===== config.mk =====
export PLATFORM = sky130hd
export DESIGN_NAME = multiword_add_seq
export DESIGN_NICKNAME = d
export VERILOG_FILES = /design/src/rtl/multiword_add_seq.sv
export SDC_FILE = /design/constraint.sdc
export NUM_CORES = 1
export LEC_CHECK = 0
export BUFFER_PORTS_ARGS = -buffer_cell sky130_fd_sc_hd__buf_2
export CAP_MARGIN = 20
export CORE_ASPECT_RATIO = 0.8
export CORE_UTILIZATION = 51
export CTS_BUF_LIST = sky130_fd_sc_hd__clkbuf_2 sky130_fd_sc_hd__clkbuf_4 sky130_fd_sc_hd__clkbuf_8
export DETAILED_ROUTE_END_ITERATION = 12
export PLACE_DENSITY_LB_ADDON = 0.2
export SLEW_MARGIN = 0
export SYNTH_ARGS = -nofsm -noshare
export SYNTH_HDL_FRONTEND = slang
export SYNTH_HIERARCHICAL = 1
export SYNTH_SLANG_ARGS = --single-unit

===== constraint.sdc =====
create_clock -name clk -period 3.8 [get_ports clk]
set_input_delay 0.57 -clock clk [delete_from_list [all_inputs] [get_ports clk]]
set_output_delay 0.57 -clock clk [all_outputs]
set_load 0.02 [all_outputs]

===== src/rtl/multiword_add_seq.sv =====
// ============================================================================
// Module   : multiword_add_seq (with helper kogge_stone_adder)
// Purpose  : Multi-precision add/subtract sequencer. A WORDS x 16-bit operand
//            pair is accepted over a valid/ready handshake and fed through a
//            single shared 16-bit Kogge-Stone adder, one word per cycle,
//            least-significant word first, with the carry chained between
//            words. The full-width result is returned with carry-out and
//            signed-overflow flags.
// Ports    : clk        rising-edge clock
//            rst        synchronous active-high reset
//            in_valid   request valid
//            in_ready   request can be accepted (high only in IDLE)
//            op_sub     0 = A+B, 1 = A-B (sampled at accept)
//            a, b       N-bit operands, N = 16*WORDS (sampled at accept)
//            out_valid  result valid (high only in DONE)
//            out_ready  consumer accepts the result
//            sum        N-bit result
//            cout       carry out of bit N-1 (not-borrow for subtract)
//            overflow   signed two's-complement overflow
// Options  : `define ADDSEQ_SATURATE_EN to clamp an overflowing result to the
//            most positive / most negative N-bit value on entry to DONE.
// Revision : 1.0 - initial release
// ============================================================================
`default_nettype none

// ----------------------------------------------------------------------------
// kogge_stone_adder: 16-bit parallel-prefix adder with carry in/out.
// The carry-in is folded into the bit-0 generate term so the prefix tree
// directly yields the carry into every bit position.
// ----------------------------------------------------------------------------
module kogge_stone_adder (
  input  logic [15:0] a_i,
  input  logic [15:0] b_i,
  input  logic        cin_i,
  output logic [15:0] sum_o,
  output logic        cout_o
);

  logic [15:0] w_h;       // half-sum (bitwise propagate)
  logic [15:0] w_gc;      // group generate for bits [i:0] including cin

  assign w_h = a_i ^ b_i;

  // Log2(16) = 4 prefix levels with spans 1, 2, 4, 8.
  always_comb begin : p_prefix
    logic [15:0] g_lvl;
    logic [15:0] p_lvl;
    logic [15:0] g_nxt;
    logic [15:0] p_nxt;
    g_lvl = (a_i & b_i) | {15'b0, w_h[0] & cin_i};
    p_lvl = w_h;
    g_nxt = g_lvl;
    p_nxt = p_lvl;
    for (int d = 1; d < 16; d = d * 2) begin
      g_nxt = g_lvl;
      p_nxt = p_lvl;
      for (int i = d; i < 16; i++) begin
        g_nxt[i] = g_lvl[i] | (p_lvl[i] & g_lvl[i-d]);
        p_nxt[i] = p_lvl[i] & p_lvl[i-d];
      end
      g_lvl = g_nxt;
      p_lvl = p_nxt;
    end
    w_gc = g_lvl;
  end

  // Carry into bit i is the group generate of bits [i-1:0]; bit 0 sees cin.
  assign sum_o  = w_h ^ {w_gc[14:0], cin_i};
  assign cout_o = w_gc[15];

endmodule

// ----------------------------------------------------------------------------
// multiword_add_seq: top-level sequencer.
// ----------------------------------------------------------------------------
module multiword_add_seq #(
  parameter int WORDS = 4
) (
  input  logic                  clk,
  input  logic                  rst,
  input  logic                  in_valid,
  output logic                  in_ready,
  input  logic                  op_sub,
  input  logic [16*WORDS-1:0]   a,
  input  logic [16*WORDS-1:0]   b,
  output logic                  out_valid,
  input  logic                  out_ready,
  output logic [16*WORDS-1:0]   sum,
  output logic                  cout,
  output logic                  overflow
);

  localparam int N  = 16 * WORDS;
  localparam int IW = (WORDS > 1) ? $clog2(WORDS) : 1;
  localparam logic [IW-1:0] LAST_IDX = IW'(WORDS - 1);

  typedef enum logic [1:0] {
    S_IDLE = 2'd0,
    S_RUN  = 2'd1,
    S_DONE = 2'd2
  } state_t;

  state_t          state_q, state_d;
  logic [N-1:0]    a_q, a_d;
  logic [N-1:0]    b_q, b_d;        // holds b already inverted for subtract
  logic [N-1:0]    sum_q, sum_d;
  logic [IW-1:0]   idx_q, idx_d;
  logic            carry_q, carry_d;
  logic            cout_q, cout_d;
  logic            ovf_q, ovf_d;

  logic [15:0]     w_a_word;
  logic [15:0]     w_b_word;
  logic [15:0]     w_s_word;
  logic            w_add_cout;
  logic            w_ovf;
  logic            w_last;

  // --------------------------------------------------------------------------
  // Word select for the current index. A decoded mux keeps the index width
  // independent of the operand width (including WORDS = 1).
  // --------------------------------------------------------------------------
  always_comb begin
    w_a_word = '0;
    w_b_word = '0;
    for (int w = 0; w < WORDS; w++) begin
      if (idx_q == IW'(w)) begin
        w_a_word = a_q[16*w +: 16];
        w_b_word = b_q[16*w +: 16];
      end
    end
  end

  kogge_stone_adder u_adder (
    .a_i    (w_a_word),
    .b_i    (w_b_word),
    .cin_i  (carry_q),
    .sum_o  (w_s_word),
    .cout_o (w_add_cout)
  );

  assign w_last = (idx_q == LAST_IDX);

  // Overflow uses the effective B (already inverted for subtract), so one
  // rule covers both operations: same-sign inputs giving a different-sign
  // result. Only meaningful on the top word.
  assign w_ovf = (w_a_word[15] == w_b_word[15]) && (w_s_word[15] != w_a_word[15]);

`ifdef ADDSEQ_SATURATE_EN
  logic [N-1:0] w_clamp;
  // Overflow implies the true sign equals the sign of A.
  assign w_clamp = w_a_word[15] ? {1'b1, {(N-1){1'b0}}} : {1'b0, {(N-1){1'b1}}};
`endif

  // --------------------------------------------------------------------------
  // Next-state and datapath update.
  // --------------------------------------------------------------------------
  always_comb begin
    state_d = state_q;
    a_d     = a_q;
    b_d     = b_q;
    sum_d   = sum_q;
    idx_d   = idx_q;
    carry_d = carry_q;
    cout_d  = cout_q;
    ovf_d   = ovf_q;

    case (state_q)
      S_IDLE: begin
        if (in_valid) begin
          a_d     = a;
          // Subtract as A + ~B + 1: the +1 enters as the initial carry.
          b_d     = op_sub ? ~b : b;
          carry_d = op_sub;
          idx_d   = '0;
          state_d = S_RUN;
        end
      end

      S_RUN: begin
        for (int w = 0; w < WORDS; w++) begin
          if (idx_q == IW'(w)) begin
            sum_d[16*w +: 16] = w_s_word;
          end
        end
        carry_d = w_add_cout;
        if (w_last) begin
          cout_d  = w_add_cout;
          ovf_d   = w_ovf;
          state_d = S_DONE;
`ifdef ADDSEQ_SATURATE_EN
          if (w_ovf) begin
            sum_d = w_clamp;
          end
`endif
        end else begin
          idx_d = idx_q + IW'(1);
        end
      end

      S_DONE: begin
        if (out_ready) begin
          state_d = S_IDLE;
        end
      end

      default: begin
        state_d = S_IDLE;
      end
    endcase
  end

  always_ff @(posedge clk) begin
    if (rst) begin
      state_q <= S_IDLE;
      a_q     <= '0;
      b_q     <= '0;
      sum_q   <= '0;
      idx_q   <= '0;
      carry_q <= 1'b0;
      cout_q  <= 1'b0;
      ovf_q   <= 1'b0;
    end else begin
      state_q <= state_d;
      a_q     <= a_d;
      b_q     <= b_d;
      sum_q   <= sum_d;
      idx_q   <= idx_d;
      carry_q <= carry_d;
      cout_q  <= cout_d;
      ovf_q   <= ovf_d;
    end
  end

  assign in_ready  = (state_q == S_IDLE);
  assign out_valid = (state_q == S_DONE);
  assign sum       = sum_q;
  assign cout      = cout_q;
  assign overflow  = ovf_q;

endmodule

`default_nettype wire


### Yosys cells after proc, flatten, opt, wreduce, memory -nomap -nowiden

Index checks and enable logic that the tools add are counted.

| storage, ports and cells | value |
|---|---|
| register bits after elaboration | 199 |
| output and inout bits | 68 |
| input bits | 133 |

| operators by class | value |
|---|---|
| add/sub/neg operators | 1 |
| reductions and logical operators | 12 |
| bitwise operators | 138 |
| muxes and demuxes | 18 |
| equality and inequality tests | 11 |

Operator list:

| operator | count |
|---|---|
| 2-to-1 mux 16 bit | 8 |
| bitwise AND 1 bit | 84 |
| 2-to-1 mux 64 bit | 1 |
| NOT 64 bit | 1 |
| bitwise OR 1 bit | 49 |
| bitwise XOR 16 bit | 2 |
| bitwise AND 16 bit | 1 |
| bitwise OR 16 x 1 -> 16 bit | 1 |
| AND reduction 2 bit | 6 |
| 2-to-1 mux 2 bit | 5 |
| equality test 2 bit, second input constant | 3 |
| inequality test 2 bit, second input constant | 3 |
| one-hot mux 2 bit (3 select lines) | 1 |
| AND reduction 3 bit | 2 |
| equality test 2 x 1 -> 1 bit, second input constant | 2 |
| logical NOT 2 bit | 2 |
| one-hot mux 2 bit (2 select lines) | 1 |
| adder 2 x 1 -> 2 bit, second input constant | 1 |
| inequality test 2 x 1 -> 1 bit, second input constant | 1 |
| one-hot mux 1 bit (2 select lines) | 1 |
| nonzero test 2 bit | 1 |
| equality test 1 bit | 1 |
| logical AND 1 bit | 1 |
| 2-to-1 mux 1 bit | 1 |
| inequality test 1 bit | 1 |

### Longest topological paths before layout

Gate-level depths: netlist (run 1).

| logic depth | value |
|---|---|
| word-level depth | 18 |
| depth in mapped cells | 18 |
| depth with buffers taken out | 16 |

### Hierarchy

Netlist (run 1), hierarchy kept.

Modules (own cells, without submodules):

| module | area each (sq um) | cells each | times used | sequential area each (sq um) |
|---|---|---|---|---|
| multiword_add_seq | 8,572.0 | 1,100 | 1 | 3,983.8 |
| kogge_stone_adder | 788.3 | 107 | 1 | 0.0 |

### Least setup slack after synthesis (run 1)

Ideal clock, no wire load.

| path | value |
|---|---|
| path kind | register -> register |
| start point | reg idx_q[0] |
| end point | reg ovf_q, in the netlist overflow |
| clock period less this slack | 3,538 ps |
| setup time | 88 ps |
| setup slack | 262 ps |
| data arrival time | 3,450 ps |
| stages on the path, launching flop included | 18 |
| buffers on the path | 2 |
| data required time | 3,712 ps |
| cells stage by stage | dfxtp_1 > inv_1 > ha_1 > clkbuf_1 > clkbuf_1 > nand3b_1 > a21oi_1 > a21oi_1 > o21ai_0 > fa_1 > a211oi_1 > o21ai_2 > a31oi_4 > o31ai_2 > xor2_1 > inv_1 > or3_1 > a311oi_2 |

| on the way | value |
|---|---|
| word-level cells in the longest chain between the ends | 17 |
| elaborated cells between the ends (all ways) | 60 |
| classes of those cells | 5 x eq/ne; 8 x mux; 44 x bitwise; 3 x reduce/logical |

RTL lines:

| what | RTL line | text |
|---|---|---|
| from (decl) | 107 | `logic [IW-1:0] idx_q, idx_d;` |
| from (signal assigned) | 228 | `idx_q <= idx_d;` |
| logical NOT 2 bit | 127 | `if (idx_q == IW'(w)) begin` |
| 2-to-1 mux 16 bit (3 in series) | 127 |  |
| 2-to-1 mux 16 bit (*) | 127 |  |
| net w_a_word[0] | 112 | `logic [15:0] w_a_word;` |
| bitwise XOR 16 bit | 42 | `assign w_h = a_i ^ b_i;` |
| bitwise AND 1 bit | 50 | `g_lvl = (a_i & b_i) \| {15'b0, w_h[0] & cin_i};` |
| bitwise OR 16 x 1 -> 16 bit (*) | 50 |  |
| bitwise AND 1 bit (*) | 58 | `g_nxt[i] = g_lvl[i] \| (p_lvl[i] & g_lvl[i-d]);` |
| bitwise OR 1 bit (*) | 58 |  |
| bitwise AND 1 bit (*) | 58 |  |
| bitwise OR 1 bit (*) | 58 |  |
| bitwise AND 1 bit (*) | 58 |  |
| bitwise OR 1 bit (*) | 58 |  |
| bitwise XOR 16 bit (*) | 68 | `assign sum_o = w_h ^ {w_gc[14:0], cin_i};` |
| net w_s_word[15] | 114 | `logic [15:0] w_s_word;` |
| inequality test 1 bit (*) | 147 | `assign w_ovf = (w_a_word[15] == w_b_word[15]) && (w_s_word[15] != w_a_word[15]);` |
| logical AND 1 bit (*) | 147 |  |
| to (signal assigned) | 231 | `ovf_q <= ovf_d;` |
| to (decl) | 110 | `logic ovf_q, ovf_d;` |

Mark *: on every way through the listed nets, which the timed path passes. The rest lies on a longest branch.
A chain may end at the register's enable or synchronous reset.

### Worst setup path in the final report (run 1)

| path | value |
|---|---|
| start point | reg idx_q[1] |
| end point | reg ovf_q, in the netlist overflow |

Same word-level chain as after synthesis.

==> results of run 1 <==
==> cell type report <==
cell class                 instances  area share (%)
timing repair buffer             227            11.6
clock buffer                      20            2.51
multi-input combinational        898            45.3
tap                              225            2.57
inverter                          13           0.445
sequential                       199            36.4
clock inverter                    12            1.17
==> worst max-delay path: cells and delay by family (launching register included) <==
kind / cells / cell delay, ps
and+or+nand+nor: 2 / 510
xor gates and xnor gates: 1 / 220
buffers and inverters: 3 / 340
adders and majority gates: 2 / 730
AOI/OAI and AO/OA: 8 / 1370
DFF: 1 / 370
==> cell usage in the layout (no fill, tap or decap), types with 20 or more instances in the layout <==
cell type	Yosys	final
a211oi_1	67	67
a21oi_1	202	201
buf_2	29	198
buf_4	10	23
clkbuf_8	0	20
dfxtp_1	199	197
nand2_1	332	331
nand3b_1	32	32
nor2_1	77	77
o21ai_0	39	27
xnor2_1	72	69
==> worst paths after layout <==
kind,from,endpoint,slack [ps],depth (start not counted)
setup / recovery,idx_q[1]$_SDFFE_PP0P_,overflow$_SDFFE_PP0P_,190,16
hold / removal,a[2],a_q[2]$_SDFFE_PP0P_,320,3
setup reg to reg,idx_q[1]$_SDFFE_PP0P_,overflow$_SDFFE_PP0P_,190,16
hold reg to reg,sum[29]$_SDFFE_PP0P_,sum[29]$_SDFFE_PP0P_,460,2
==> per-stage QoR <==
step	cells	util, %
floorplan	1207	-
global placement	1561	59.3
detailed placement	1561	59.3
CTS	1593	61.6
global route	1594	62.1
finish	1594	62.1
==> power breakdown <==
part | switching (mW) | internal [mW]
Combinational | 0.529 | 0.344
Clock | 0.787 | 0.596
Sequential | 0.0748 | 2.20
==> layer usage <==
| metal | part of all wire (%) | GRT usage (%) | up-vias |
|---|---|---|---|
| met3 | 6.9 | 6.24 | 21 |
| met1 | 49 | 39.1 | 3887 |
| met2 | 43 | 40.2 | 282 |
| li1 | - | - | 4341 |
| met4 | 1.1 | 6.31 | 0 |
| met5 | 0 | 0 | - |
==> cell families (layout without fill, tap and decap cells) <==
kind of cell	Yosys count	count (layout)
buffers and inverters	110	272
xor gates and xnor gates	77	77
adders and majority gates	21	21
and+or+nand+nor	464	464
muxes	4	4
AOI/OAI and AO/OA	332	332
DFF	199	199
==> flip-flops by register name, summed over array words and instances, names as in the netlist <==
register  flops
a_q          64
b_q          64
sum          64
idx_q         2
state_q       2
carry_q       1
cout          1
overflow      1
==> repair_timing <==
action                                  4_1_cts  5_1_grt
gates resized for setup                       0       25
endpoints found under the setup margin        0       19
buffers inserted                              0        1
==> impl_results.md, run 1 <==
- Setup violators final: 0
- First-pass GRT wire length: 39.4 mm
- Max clock buf depth: 2
- Area fraction in compound gates after synthesis: 20.7%
- CP max stage cell: fa_1
- Starting Density: 53.0%
- # fillers: 1604
- Die Width: 153 um
- H-tree depth: 4
- Final TNS setup: 0 ps
- DR pass1 iterations: 5
- Yosys top cell area share: 42.6%
- Critical path fanouts, max: 36
- RSZ-0062 raised after global routing: true
- Die area: 18900 um^2
- Worst-path cell chain: inv_1 > ha_2 > buf_12 > nand3b_1 > a21oi_1 > a21oi_1 > o21ai_1 > fa_1 > a211oi_1 > o21ai_2 > a31oi_4 > o31ai_2 > xor2_1 > inv_1 > or3_1 > a311oi_2
- Die H: 123 um
- MaxCap Viol Count: 0
- Num CTS Buffers: 17
- Leading area contributor after synthesis: dfxtp_1
- Synth Warn #: 6
- HP Class: in -> reg
- Hold Vio Cnt, Final: 0
- Slew Limit Fails: 0
- Overflow left after global routing: 0
- Register area share after synthesis: 42.6%
- Share of flip-flops with an asynchronous set or reset: 0%
- Setup Crit Path Kind: reg -> reg
- Largest net degree at the start of global routing: 195
- Multi-input gate area: 4960 um^2
- IO buf count: 200
- Clock sinks: 199
- Slew margin rel.: 36.3%
- Fin crit period: 3610 ps
- DR WL/cell: 15.8 um
- Simple-gate share of the synthesized area: 20.7%
- Top post-synthesis cells by area: dfxtp_1 43%, nand2_1 13%, a21oi_1 11%
- Routed Antenna Nets: 0
- Fmax: 0.277 GHz
- Largest family of logic cells by synthesized area: compound AO/OA/AOI/OAI gates
- Worst-Skew Late Latency: 470 ps
- Root Buffer: clkbuf_8
- Layout Skew: 14.1 ps
- Crit share post-route: 95.0%
- Leakage power: 4.32 nW
- Layout cells sized above 1: 21.0%
- Initial antenna violation count: 0
- Setup crit end kind: flop
- Reg clk slew, reported paths: 110 ps
- Post-Route WL: 25.2 mm
- PnR worst setup slack: 190 ps
- Slew @ Worst Pin: 956 ps
- Post-synthesis instance total: 1207
- P per Cell Area: 414 nW/um^2
- Run status: finished, final reports clean
- DRC: 0
- Post-synthesis register bit count: 199
- HPWL Detailed: 18.2 mm
- Number of global-route vias before repair: 7521
- Data arrival time of the worst path: 4000 ps
- GP Congestion: 0.964
- # diodes: 0
- Core box area: 17600 um^2
- Syn_area_per_cell: 7.75 um^2
- Nets: 1510
- IO Pins: 201
- Reg area: 3990 um^2
- DRT iter0 DRCs: 696
- Maximum VDD drop: 0.228 mV
- P&R area growth vs syn: 17.0%
- Syn Std Cell Area: 9360 um^2
- Commonest cells in the netlist: 332 x nand2_1, 202 x a21oi_1, 199 x dfxtp_1
- Top-count cell post-synth: nand2_1
- Number of synthesized flops with an enable pin: 0
- Gr usage total: 26.9%
- Multiplexer share of the synthesized area: 0.441%
- Row Count: 43
- Xor and xnor fraction of the mapped netlist area: 7.20%
- CTS tree: built
- Placed inst area: 10500 um^2
- Synth Flop Type: dfxtp_1
- Startpoint types: flop
- Worst EP required: 4190 ps
- Via count: 8531
- CP max stage delay: 490 ps
- Design area: 11000 um^2
- Cell variety after synth: 44
- Hold buffer count at cts: 0
- Adder-cell share of the synthesized area: 2.97%
- Syn nets: 1361
- Detailed-route vias per instance: 5.35
- Hold_ws: 316 ps
- Pre-CTS setup slack: 139 ps
- Tot Pwr: 4.54 mW
No activity file was read; power rests on OpenSTA's default activity.
==> run 2: changes to the inputs <==
Settings changed: CORE_ASPECT_RATIO 0.8 to 0.75.
==> impl_results.md, run 2 (synthesis gave the netlist of run 1 again) <==
- Run status: finished, final reports clean
- IO buf count: 200 (unchanged)
- Hold buffer count at cts: 0 (unchanged)
- Reg area: 3990 um^2 (unchanged)
- H-tree depth: 4 (unchanged)
- Setup crit end kind: flop
- MaxCap Viol Count: 0 (unchanged)
- Clock sinks: 199 (unchanged)
- P&R area growth vs syn: 17.5%
- Die area: 18900 um^2 (about the same)
- Setup Crit Path Kind: reg -> reg
- Largest net degree at the start of global routing: 195 (unchanged)
- Commonest non-fill, non-tap cell in the layout: nand2_1
- RSZ-0062 raised after global routing: false
- Gr usage total: 27.1% (+0.17 points)
- Critical path fanouts, max: 15 (-58%)
- Maximum VDD drop: 0.192 mV (-16%)
- Final TNS setup: 0 ps (unchanged)
- IO Pins: 201 (unchanged)
- Final Util: 61.8% (-0.32 points)
- Setup violators final: 0 (unchanged)
- Hold Vio Cnt, Final: 0 (unchanged)
- P per Cell Area: 411 nW/um^2 (-0.81%)
- Slew margin rel.: 36.2% (-0.055 points)
- Fin crit period: 3570 ps (-40.5 ps)
- Layout Cells excl Fill: 1611 (+1.1%)
- Worst EP required: 4190 ps (about the same)
- Via count: 8530 (-0.012%)
- CTS tree: built
- Nets: 1510 (unchanged)
- DR pass1 iterations: 5 (unchanged)
- DRC: 0 (unchanged)
- Overflow left after global routing: 0 (unchanged)
- Die H: 119 um (-3.1%)
- Routed Antenna Nets: 0 (unchanged)
- GP Congestion: 0.926 (-3.9%)
- Crit share post-route: 93.9% (-1.1 points)
- Layout Skew: 16.5 ps (+2.36 ps)
- Startpoint types: flop
- HPWL Detailed: 18.2 mm (+0.19%)
- Layout cells sized above 1: 21.5% (+0.44 points)
- # diodes: 0 (unchanged)
- Root Buffer: clkbuf_8
- DR WL/cell: 15.7 um (-0.98%)
- Inst Count DP: 1577 (+1.0%)
- Data arrival time of the worst path: 3960 ps (-40 ps)
- Tot Pwr: 4.52 mW (-0.38%)
- Slew @ Worst Pin: 957 ps (+0.829 ps)
- Initial antenna violation count: 0 (unchanged)
- Slew Limit Fails: 0 (unchanged)
- Max clock buf depth: 2 (unchanged)
- Detailed-route vias per instance: 5.29 (-1.1%)
- DRT iter0 DRCs: 643 (-7.6%)
- Number of global-route vias before repair: 7697 (+2.3%)
- HP Class: in -> reg
- Post-Route WL: 25.2 mm (about the same)
- Multi-input gate area: 4990 um^2 (+0.53%)
- Fmax: 0.280 GHz (+1.1%)
- Worst-Skew Late Latency: 480 ps (about the same)
- Core box area: 17800 um^2 (+0.95%)
- Starting Density: 52.5% (-0.50 points)
- Leakage power: 4.30 nW (-0.57%)
- Reg clk slew, reported paths: 110 ps (about the same)
- Commonest non-fill, non-tap cells in the layout: 331 x nand2_1, 199 x a21oi_1, 198 x buf_2
- Num CTS Buffers: 17 (unchanged)
- Die Width: 158 um (+3.2%)
- First-pass GRT wire length: 39.4 mm (unchanged)
- # fillers: 1643 (+2.4%)
- Row Count: 42 (-2.3%)
## run 2: per-layer routing
layer | wire length (um) | GRT usage, % | vias up
met2 | 11000 | 41.0 | 250
li1 | - | - | 4346
met1 | 12600 | 39.6 | 3915
met4 | 308 | 7.75 | 0
met3 | 1300 | 3.78 | 19
met5 | 0 | 0 | -
## run 2: through the flow
stage               hold WS (ps)  worst slack, ps  area, um^2
floorplan                    436              262        9360
global placement             441              221       10500
detailed placement           445             72.0       10500
CTS                          302             48.1       10900
global route                 312             10.1       11000
finish                       320              230       11000
## run 2: final timing paths
kind | start | to | slack, ps | cells after the start
setup / recovery | idx_q[0]$_SDFFE_PP0P_ | overflow$_SDFFE_PP0P_ | 230 | 16
setup reg to reg | idx_q[0]$_SDFFE_PP0P_ | overflow$_SDFFE_PP0P_ | 230 | 16
hold reg to reg | sum[3]$_SDFFE_PP0P_ | sum[3]$_SDFFE_PP0P_ | 460 | 2
hold / removal | a[17] | a_q[17]$_SDFFE_PP0P_ | 320 | 3
## run 2: worst max-delay path, cell delays in order, from the launching register on
cell and delay, ps:
dfxtp_2 370, inv_1 120, ha_2 250, buf_6 170, nand3b_1 90, a21oi_1 190
a21oi_1 60, o21ai_0 290, ha_2 320, o211ai_1 110, o21ai_2 240, a31oi_4 120
o31ai_2 250, xor2_1 210, inv_1 80, or3_1 380, a311oi_2 230
## run 2: power breakdown
group / internal (mW) / switching, mW / leakage (nW)
clock network: 0.564 / 0.797 / 0.196
registers: 2.20 / 0.0741 / 1.63
logic: 0.350 / 0.529 / 2.47
total: 3.12 / 1.40 / 4.30
## run 2: cell type report
cell class | instances | share of cell area, %
Inverter | 13 | 0.444
Multi-Input combinational cell | 898 | 45.3
Tap cell | 242 | 2.75
Clock inverter | 13 | 1.24
Clock buffer | 19 | 2.32
Timing Repair Buffer | 227 | 11.7
Sequential cell | 199 | 36.2
## run 2: what timing repair did
action | in CTS | in global routing
setup endpoints to repair | 0 | 31
gates resized for setup | 0 | 37
setup buffers | 0 | 2
==> run 3: changes to the inputs <==
Settings changed: CORE_MARGIN from default to 2, MAX_ROUTING_LAYER from default to met4.
==> impl_results.md, run 3 (synthesis gave the netlist of run 1 again) <==
- Nets: 1527 (+1.1%)
- Final TNS setup: 0 ps (unchanged)
- Commonest non-fill, non-tap cells in the layout: 331 x nand2_1, 202 x a21oi_1, 198 x buf_2
- HPWL Detailed: 18.5 mm (+1.5%)
- CP max stage cell: o21ai_0
- Die Width: 160 um (+1.3%)
- Number of global-route vias before repair: 7667 (-0.39%)
- Hold depth: 3 (unchanged)
- Design area: 11100 um^2 (+0.66%)
- Worst R2R End: sum[58]$_SDFFE_PP0P_
- DR pass1 iterations: 7 (+2)
- Slew margin rel.: 36.6% (+0.39 points)
- Setup Crit Path Kind: reg -> reg
- R2R Setup Slk: 120 ps (-110 ps)
- Maximum VDD drop: 0.229 mV (+19%)
- Hold path endpoint: a_q[63]$_SDFFE_PP0P_
- DRT iter0 DRCs: 742 (+15%)
- Commonest non-fill, non-tap cell in the layout: nand2_1
- Fmax: 0.271 GHz (-3.1%)
- Crit share post-route: 97.0% (+3.0 points)
- CTS tree: built
- IO buf count: 200 (unchanged)
- Num CTS Buffers: 17 (unchanged)
- Detailed-route vias per instance: 5.23 (-1.2%)
- Overflow left after global routing: 0 (unchanged)
- R2r startpoint: idx_q[1]$_SDFFE_PP0P_
- P&R area growth vs syn: 18.3%
- Placed inst area: 10600 um^2 (+0.62%)
- HP Class: in -> reg
- Root Buffer: clkbuf_8
- Data arrival time of the worst path: 4080 ps (+120 ps)
- Beginning of the worst hold path: a[63]
- Startpoint types: flop
- MaxCap Viol Count: 0 (unchanged)
- Gr usage total: 26.5% (-0.52 points)
- Setup crit end kind: flop
- Routed Antenna Nets: 0 (unchanged)
- Max clock buf depth: 2 (unchanged)
- Die area: 19500 um^2 (+3.0%)
- Largest net degree at the start of global routing: 122 (-37%)
- Run status: finished, final reports clean
- Critical path fanouts, max: 16 (+1)
- Via count: 8513 (-0.20%)
- Layout cells sized above 1: 21.9% (+0.40 points)
- First-pass GRT wire length: 39.7 mm (+0.61%)
- P per Cell Area: 407 nW/um^2 (-0.92%)
- Die H: 121 um (+1.7%)
- Top delay family on crit path: compound AO/OA/AOI/OAI gates
- CP max stage delay: 560 ps (+180 ps)
- GP Congestion: 0.888 (-4.1%)
- H-tree depth: 4 (unchanged)
- Setup violators final: 0 (unchanged)
- Initial antenna violation count: 0 (unchanged)
- Slew Limit Fails: 0 (unchanged)
- Row Count: 42 (unchanged)
- DR WL/cell: 15.6 um (-0.44%)
- Core box area: 17800 um^2 (unchanged)
- Worst EP required: 4190 ps (about the same)
- Starting Density: 52.5% (unchanged)
- Clock sinks: 199 (unchanged)
- Reg clk slew, reported paths: 110 ps (about the same)
- Fin crit period: 3680 ps (+115 ps)
- Layout Skew: 16.9 ps (+0.445 ps)
- Hold buffer count at cts: 0 (unchanged)
- CP most frequent cell: a21oi_1
- Crit path buf inv count: 3 (unchanged)
- Hold Vio Cnt, Final: 0 (unchanged)
- Slew @ Worst Pin: 951 ps (-5.84 ps)
- Worst-path cell chain: inv_1 > ha_4 > buf_4 > nand3b_1 > a21oi_1 > a21oi_1 > o21ai_0 > ha_1 > o21ai_0 > a311oi_4 > o41ai_2 > xnor2_1 > buf_4 > nand2_1 > a21oi_1
- # diodes: 0 (unchanged)
- Leakage power: 4.36 nW (+1.4%)
- FF-to-FF path depth: 15 (-1)
- Post-Route WL: 25.4 mm (+0.55%)
- Worst-Skew Late Latency: 470 ps (about the same)
- DRC: 0 (unchanged)
- IO Pins: 201 (unchanged)
## run 3: tightest hold or removal path, stage by stage
cell and delay, ps:
buf_2 100, nand2_1 40, a21oi_1 50
## run 3: area by class of cell
| class | count | area (um^2) |
|---|---|---|
| fillers | 1658 | 6740 |
| multi-input cells | 898 | 4980 |
| flip-flops and latches | 199 | 3990 |
| repair buffers | 244 | 1380 |
| well taps | 242 | 303 |
| clock buffers | 17 | 234 |
| clock inverters | 14 | 139 |
| inverters | 13 | 48.8 |
## run 3: repair_timing
action | in CTS | in global routing
resized for setup | 0 | 27
setup endpoints to repair | 0 | 27
setup buffers | 0 | 7
## run 3: worst max-delay path by stage
stage,start,end,slack [ps],cells after the start
floorplan,idx_q[0]$_SDFFE_PP0P_,overflow$_SDFFE_PP0P_,260,17
global placement,idx_q[0]$_SDFFE_PP0P_,overflow$_SDFFE_PP0P_,210,16
detailed placement,idx_q[1]$_SDFFE_PP0P_,overflow$_SDFFE_PP0P_,100,17
CTS,idx_q[1]$_SDFFE_PP0P_,overflow$_SDFFE_PP0P_,60,16
global route,idx_q[1]$_SDFFE_PP0P_,sum[58]$_SDFFE_PP0P_,-70,15
finish,idx_q[1]$_SDFFE_PP0P_,sum[58]$_SDFFE_PP0P_,120,15
## run 3: routing by layer
layer	vias to the layer above	part of all wire (%)	track usage (%)
met5	-	0	-
met3	18	6.1	4.00
met1	3837	50	38.5
met2	270	44	39.3
met4	0	0.67	5.69
li1	4388	-	-
## run 3: where the power goes
group | total (mW) | switching, mW | internal, mW
Combinational | 0.893 | 0.530 | 0.363
Clock | 1.33 | 0.799 | 0.534
Sequential | 2.28 | 0.0763 | 2.20
## run 3: per-stage QoR
step / power [mW] / instances / utilization (%) / setup slack, ps / hold WS [ps]
after floorplan: 2.87 / 1207 / - / 262 / 436
after global routing: 4.70 / 1627 / 62.2 / -68.5 / 301
final: 4.51 / 1627 / 62.2 / 116 / 324
after CTS: 4.49 / 1620 / 61.3 / 62.9 / 310
after global placement: 3.18 / 1588 / 59.1 / 208 / 440
after detailed placement: 3.18 / 1589 / 59.2 / 98.9 / 443
